## config.mk

```make
export PLATFORM = sky130hd
export DESIGN_NAME = modulo_teclado
export DESIGN_NICKNAME = d
export VERILOG_FILES = /design/src/rtl/modulo_teclado_pkg.sv /design/src/rtl/modulo_teclado_sincronizador.sv /design/src/rtl/modulo_teclado.sv
export SDC_FILE = /design/constraint.sdc
export NUM_CORES = 1
export LEC_CHECK = 0
export CAP_MARGIN = 20
export CORE_MARGIN = 1.5
export CORE_UTILIZATION = 53
export CTS_CLUSTER_DIAMETER = 50
export CTS_CLUSTER_SIZE = 20
export DETAILED_ROUTE_END_ITERATION = 8
export GPL_ROUTABILITY_DRIVEN = 0
export HOLD_SLACK_MARGIN = 0.15
export PLACE_DENSITY = 0.84
export SLEW_MARGIN = 30
export SYNTH_ARGS = -nofsm -noshare
export SYNTH_HDL_FRONTEND = slang
export SYNTH_SLANG_ARGS = --single-unit
```

## constraint.sdc

```tcl
create_clock -name clk -period 1.7 [get_ports clk]
set_input_delay 0.17 -clock clk [delete_from_list [all_inputs] [get_ports clk]]
set_output_delay 0.17 -clock clk [all_outputs]
set_load 0.005 [all_outputs]
```

## src/rtl/modulo_teclado_pkg.sv

```systemverilog
// Shared definitions for the keypad front end: FSM states, operator key codes
// and the row/column to key-code map used by the scanner.
package modulo_teclado_pkg;

    typedef enum logic [1:0] {
        ESCANEO       = 2'd0,
        ANTIRREBOTE   = 2'd1,
        PULSADO       = 2'd2,
        ESPERA_SOLTAR = 2'd3
    } estado_t;

    localparam logic [3:0] TECLA_SUMA   = 4'hA;
    localparam logic [3:0] TECLA_RESTA  = 4'hB;
    localparam logic [3:0] TECLA_MULT   = 4'hC;
    localparam logic [3:0] TECLA_DIV    = 4'hD;
    localparam logic [3:0] TECLA_IGUAL  = 4'hE;
    localparam logic [3:0] TECLA_BORRAR = 4'hF;

    // With several rows low the lowest-index row wins.
    function automatic logic [3:0] codigo_tecla(input logic [3:0] fila_cap,
                                                input logic [1:0] col);
        logic [1:0] fila;
        logic [3:0] cod;
        fila = 2'd3;
        for (int i = 3; i >= 0; i--) begin
            if (!fila_cap[i]) fila = 2'(i);
        end
        case ({fila, col})
            4'b00_00: cod = 4'h1;
            4'b00_01: cod = 4'h2;
            4'b00_10: cod = 4'h3;
            4'b00_11: cod = TECLA_SUMA;
            4'b01_00: cod = 4'h4;
            4'b01_01: cod = 4'h5;
            4'b01_10: cod = 4'h6;
            4'b01_11: cod = TECLA_RESTA;
            4'b10_00: cod = 4'h7;
            4'b10_01: cod = 4'h8;
            4'b10_10: cod = 4'h9;
            4'b10_11: cod = TECLA_MULT;
            4'b11_00: cod = TECLA_BORRAR;
            4'b11_01: cod = 4'h0;
            4'b11_10: cod = TECLA_IGUAL;
            default:  cod = TECLA_DIV;
        endcase
        return cod;
    endfunction

endpackage

```

## src/rtl/modulo_teclado_sincronizador.sv

```systemverilog
// Two-flop synchronizer for asynchronous level inputs, with a configurable
// reset value so idle (inactive-high) lines do not glitch out of reset.
module sincronizador #(
    parameter int               WIDTH     = 1,
    parameter logic [WIDTH-1:0] RESET_VAL = '0
) (
    input  logic             clk,
    input  logic             reset,
    input  logic [WIDTH-1:0] d,
    output logic [WIDTH-1:0] q
);

    logic [WIDTH-1:0] etapa1;

    always_ff @(posedge clk) begin
        if (reset) begin
            etapa1 <= RESET_VAL;
            q      <= RESET_VAL;
        end else begin
            etapa1 <= d;
            q      <= etapa1;
        end
    end

endmodule

```

## src/rtl/modulo_teclado.sv

```systemverilog
// 4x4 matrix keypad scanner with press/release debounce; emits a one-cycle
// strobe per accepted key, classified as digit, operator, equals or clear.
module modulo_teclado
    import modulo_teclado_pkg::*;
#(
    parameter int SCAN_DIV   = 1000,
    parameter int DEB_CYCLES = 250000
) (
    input  logic       clk,
    input  logic       reset,
    input  logic [3:0] fila_n,
    output logic [3:0] col_n,
    output logic [3:0] tecla,
    output logic       numero_en,
    output logic       operando_en,
    output logic       igual_en,
    output logic       borrar_en
);

    localparam int SW = (SCAN_DIV > 1) ? $clog2(SCAN_DIV) : 1;
    localparam int DW = (DEB_CYCLES > 1) ? $clog2(DEB_CYCLES) : 1;
    localparam logic [SW-1:0] SCAN_MAX = SW'(SCAN_DIV - 1);
    localparam logic [DW-1:0] DEB_MAX  = DW'(DEB_CYCLES - 1);

    logic [3:0]    fs;
    estado_t       estado, estado_sig;
    logic [1:0]    col_idx, col_idx_sig;
    logic [SW-1:0] scan_cnt, scan_cnt_sig;
    logic [DW-1:0] deb_cnt, deb_cnt_sig;
    logic [3:0]    fila_cap, fila_cap_sig;
    logic [3:0]    tecla_q, tecla_sig;
    logic          en_pulso;

    sincronizador #(.WIDTH(4), .RESET_VAL(4'hF)) u_sinc (
        .clk   (clk),
        .reset (reset),
        .d     (fila_n),
        .q     (fs)
    );

    always_ff @(posedge clk) begin
        if (reset) begin
            estado   <= ESCANEO;
            col_idx  <= 2'd0;
            scan_cnt <= '0;
            deb_cnt  <= '0;
            fila_cap <= 4'hF;
            tecla_q  <= 4'h0;
        end else begin
            estado   <= estado_sig;
            col_idx  <= col_idx_sig;
            scan_cnt <= scan_cnt_sig;
            deb_cnt  <= deb_cnt_sig;
            fila_cap <= fila_cap_sig;
            tecla_q  <= tecla_sig;
        end
    end

    // The column index only moves while scanning, so col_n is frozen for the
    // whole press/debounce/release episode.
    always_comb begin
        estado_sig   = estado;
        col_idx_sig  = col_idx;
        scan_cnt_sig = scan_cnt;
        deb_cnt_sig  = deb_cnt;
        fila_cap_sig = fila_cap;
        tecla_sig    = tecla_q;
        case (estado)
            ESCANEO: begin
                if (fs != 4'hF) begin
                    fila_cap_sig = fs;
                    deb_cnt_sig  = '0;
                    scan_cnt_sig = '0;
                    estado_sig   = ANTIRREBOTE;
                end else if (scan_cnt == SCAN_MAX) begin
                    scan_cnt_sig = '0;
                    col_idx_sig  = col_idx + 2'd1;
                end else begin
                    scan_cnt_sig = scan_cnt + SW'(1);
                end
            end
            ANTIRREBOTE: begin
                if (fs != fila_cap) begin
                    deb_cnt_sig = '0;
                    estado_sig  = ESCANEO;
                end else if (deb_cnt == DEB_MAX) begin
                    deb_cnt_sig = '0;
                    tecla_sig   = codigo_tecla(fila_cap, col_idx);
                    estado_sig  = PULSADO;
                end else begin
                    deb_cnt_sig = deb_cnt + DW'(1);
                end
            end
            PULSADO: begin
                deb_cnt_sig = '0;
                estado_sig  = ESPERA_SOLTAR;
            end
            ESPERA_SOLTAR: begin
                if (fs != 4'hF) begin
                    deb_cnt_sig = '0;
                end else if (deb_cnt == DEB_MAX) begin
                    deb_cnt_sig = '0;
                    estado_sig  = ESCANEO;
                end else begin
                    deb_cnt_sig = deb_cnt + DW'(1);
                end
            end
            default: estado_sig = ESCANEO;
        endcase
    end

    // Gating with reset drops a strobe whose PULSADO cycle coincides with reset.
    assign en_pulso = (estado == PULSADO) && !reset;

    always_comb begin
        numero_en   = 1'b0;
        operando_en = 1'b0;
        igual_en    = 1'b0;
        borrar_en   = 1'b0;
        if (en_pulso) begin
            if (tecla_q <= 4'h9)
                numero_en = 1'b1;
            else if (tecla_q <= TECLA_DIV)
                operando_en = 1'b1;
            else if (tecla_q == TECLA_IGUAL)
                igual_en = 1'b1;
            else
                borrar_en = 1'b1;
        end
    end

    assign col_n = ~(4'b0001 << col_idx);
    assign tecla = tecla_q;

endmodule

```

==> impl_metrics.env, run 1 <==
export IMPL_cp_end_kind="primary output"
export IMPL_die_h_um=73.41
export IMPL_totalWireLength_mm=6.015
export IMPL_crit_chain="o21ai_1 > and3_1 > clkdlybuf4s50_1"
export IMPL_cts_root_buf="clkbuf_8"
export IMPL_drt_iter0_markers=196
export IMPL_leakagePower_nw=1.289
export IMPL_cp_start_kind="register"
export IMPL_syn_area_per_cell_um2=8.587
export IMPL_grt_first_pass_wirelength_mm=9.632
export IMPL_yosysWarningCount=0
export IMPL_ioPinCount=18
export IMPL_p_comb_frac=0.123
export IMPL_synth_area_top_cells="dfxtp_1, nor2_1, ha_1, nand2_1, a22oi_1"
export IMPL_finalCritPeriodShare=0.9917
export IMPL_power_density_nw_per_um2=676.5
export IMPL_status="complete, no violations"
export IMPL_seqPwrFrac=0.516
export IMPL_setup_violations=0
export IMPL_dieArea_um2=5389
export IMPL_htree_levels=2
export IMPL_ys_ff_latch=48
export IMPL_nets=367
export IMPL_internal_power_w=0.001709
export IMPL_clock_power_share=0.361
export IMPL_grt_pass1_vias=2209
export IMPL_track_usage=0.2277
export IMPL_fin_crit_ns=1.686
export IMPL_wire_per_inst_um=14.29
export IMPL_area_delta_synth_final_pct=27.43
export IMPL_worstHoldPathType="reg -> reg"
export IMPL_swShare=0.2455
export IMPL_cts_max_path_buffers=2
export IMPL_design_area_um2=3348
export IMPL_synthFlopType="dfxtp_1"
export IMPL_cts_buffers=5
export IMPL_timing_slew_headroom=0.6695
export IMPL_io_buffers=17
export IMPL_postSynthCellCount=306
export IMPL_coreArea_um2=4755
export IMPL_first_pass_iters=4
export IMPL_cts_tree="yes"
export IMPL_synth_async_reset_ratio=0
export IMPL_slowest_stage="clkdlybuf4s50_1"
export IMPL_synth_edff_count=0
export IMPL_drv_slew=0
export IMPL_criticalPathCategory="reg -> out"
export IMPL_p_sw_w=0.0005560
export IMPL_die_x_um=73.41
export IMPL_fin_hold_ws_ns=0.4093
export IMPL_mappedNetlistArea_um2=2628
export IMPL_rsz0062_at_grt="yes"
export IMPL_cts_clk_slew_worst_paths_ns=0.08
export IMPL_cpLargestDelayFamily="buffers and inverters"
export IMPL_clk_latency_ns=0.31
export IMPL_yosysTopAreaCellShare=0.3657
export IMPL_yosys_area_top_type="dfxtp_1"
export IMPL_grt_max_degree=49
export IMPL_critical_path_arrival_ns=1.52
export IMPL_layout_drive_gt1_share=0.3192
export IMPL_ir_drop_v=0.0004758
export IMPL_antenna_found_initial=0
export IMPL_syn_num_nets=320
export IMPL_worst_pin_slew_ns=0.4958
export IMPL_fmax_ghz=0.5931
export IMPL_clkSinkCount=48
export IMPL_critPathRequiredTime_ns=1.53
export IMPL_ant_nets=0
export IMPL_start_util=0.5526
export IMPL_vias_per_cell=5.751
export IMPL_ys_types=53
export IMPL_synth_seq_area_share=0.3657
export IMPL_hold_viol=0
export IMPL_drv_cap=0
export IMPL_rows=25
export IMPL_cp_max_fo=5
export IMPL_grt_ovfl_total=0
export IMPL_n_antenna_cell=0
export IMPL_synth_most_common_cell="dfxtp_1"
export IMPL_skew_ns=0.01073
export IMPL_dpl_hpwl_mm=3.755
export IMPL_dpl_cell_area_um2=3002
export IMPL_max_stage_delay_ns=0.49
export IMPL_drcViolationCount=0
export IMPL_path_buf_inv=1
export IMPL_ctsHoldBuffers=0
export IMPL_synthTopCellsByCount="dfxtp_1, nor2_1, nand2_1, nand3_1, inv_1"
export IMPL_vias=2421
## stage by stage
stage / TNS (ns) / std cells / worst slack [ns] / utilization / power, W
finish: 0 / 421 / 0.01403 / 0.7042 / 0.002265
global route: -0.5868 / 421 / -0.09857 / 0.7042 / 0.002354
CTS: -0.1020 / 415 / -0.02895 / 0.6666 / 0.002260
detailed placement: -0.1639 / 404 / -0.04691 / 0.6313 / 0.001435
global placement: -0.02033 / 404 / -0.01077 / 0.6313 / 0.001428
floorplan: 0 / 306 / 0.04235 / - / 0.001371
## area by class of cell
class	count	area, um^2
clock inverters	2	35.03
inverters	12	45.04
multi-input cells	230	1648
repair buffers	56	478.0
clock buffers	6	72.57
fillers	349	1406
well taps	67	83.83
flip-flops and latches	48	985.9
## sequential cells by signal, indices dropped and copies added, names as in the netlist, named ones only
signal	count
u_sinc.etapa1	4
col_idx	2
scan_cnt	10
u_sinc.q	4
tecla	4
fila_cap	4
estado	1
deb_cnt	18
## final timing paths
kind | end | cells past startpoint | startpoint | slack [ns]
max reg2reg | tecla[3]$_SDFFE_PP0P_ | 7 | u_sinc.q[1]$_SDFF_PP1_ | 0.05
min | u_sinc.q[2]$_SDFF_PP1_ | 1 | u_sinc.etapa1[2]$_SDFF_PP1_ | 0.41
min reg2reg | u_sinc.q[2]$_SDFF_PP1_ | 1 | u_sinc.etapa1[2]$_SDFF_PP1_ | 0.41
max | numero_en | 3 | tecla[1]$_SDFFE_PP0P_ | 0.01
## layer usage
| metal | track usage | vias up | wire length (um) |
|---|---|---|---|
| met1 | 0.2783 | 1164 | 2555 |
| met5 | 0 | - | 0 |
| met3 | 0.04938 | 19 | 221 |
| met2 | 0.3879 | 57 | 3038 |
| met4 | 0.09259 | 0 | 199 |
| li1 | - | 1181 | - |
## cells by family (layout without fill, tap and decap cells)
family / after synthesis / after routing / share of synthesized area
buffers and inverters: 29 / 76 / 0.06238
AOI/OAI and AO/OA: 61 / 62 / 0.1619
adders and majority gates: 8 / 8 / 0.03810
xor gates and xnor gates: 15 / 15 / 0.05571
and+or+nand+nor: 137 / 137 / 0.2852
DFF: 48 / 48 / 0.3657
muxes: 8 / 8 / 0.03095
## power groups by stage
| stage | sequential [W] | combinational, W | clock [W] |
|---|---|---|---|
| floorplan | 0.00119 | 0.000183 | 0 |
| global placement | 0.00119 | 0.000236 | 0 |
| CTS | 0.00117 | 0.000257 | 0.000837 |
| detailed placement | 0.00119 | 0.000242 | 0 |
| global route | 0.00117 | 0.000306 | 0.000878 |
| finish | 0.00117 | 0.000279 | 0.000818 |
## repair_timing
action | CTS | global route
setup buffers | 2 | 6
resized for setup | 19 | 35
pin swaps | 6 | 11
cloned | 1 | 0
endpoints found under the setup margin | 15 | 34
## layout by cell type (no fill, tap or decap), types with 6 or more instances in the layout
cell type,Yosys,layout
buf_4,1,36
nor2_1,36,34
dfxtp_1,48,30
nand2_1,26,26
dfxtp_2,0,17
inv_1,12,11
a22oi_1,11,11
clkdlybuf4s50_1,0,11
a21oi_1,11,10
nand3_1,13,9
o21ai_0,10,9
or2_2,9,8
and3_1,7,7
xor2_1,7,7
mux2i_1,7,7
nand4_1,6,6
nand3_2,4,6
ha_1,8,6
(Power assumes the default switching activity.)
==> inputs of run 2 (changes only) <==
--- a/config.mk
+++ b/config.mk
@@ -5,7 +5,6 @@
 export SDC_FILE = /design/constraint.sdc
 export NUM_CORES = 1
 export LEC_CHECK = 0
-export CAP_MARGIN = 20
 export CORE_MARGIN = 1.5
 export CORE_UTILIZATION = 53
 export CTS_CLUSTER_DIAMETER = 50
==> results of run 2 <==
The final DEF is identical to that of run 1; final timing and power are the same.
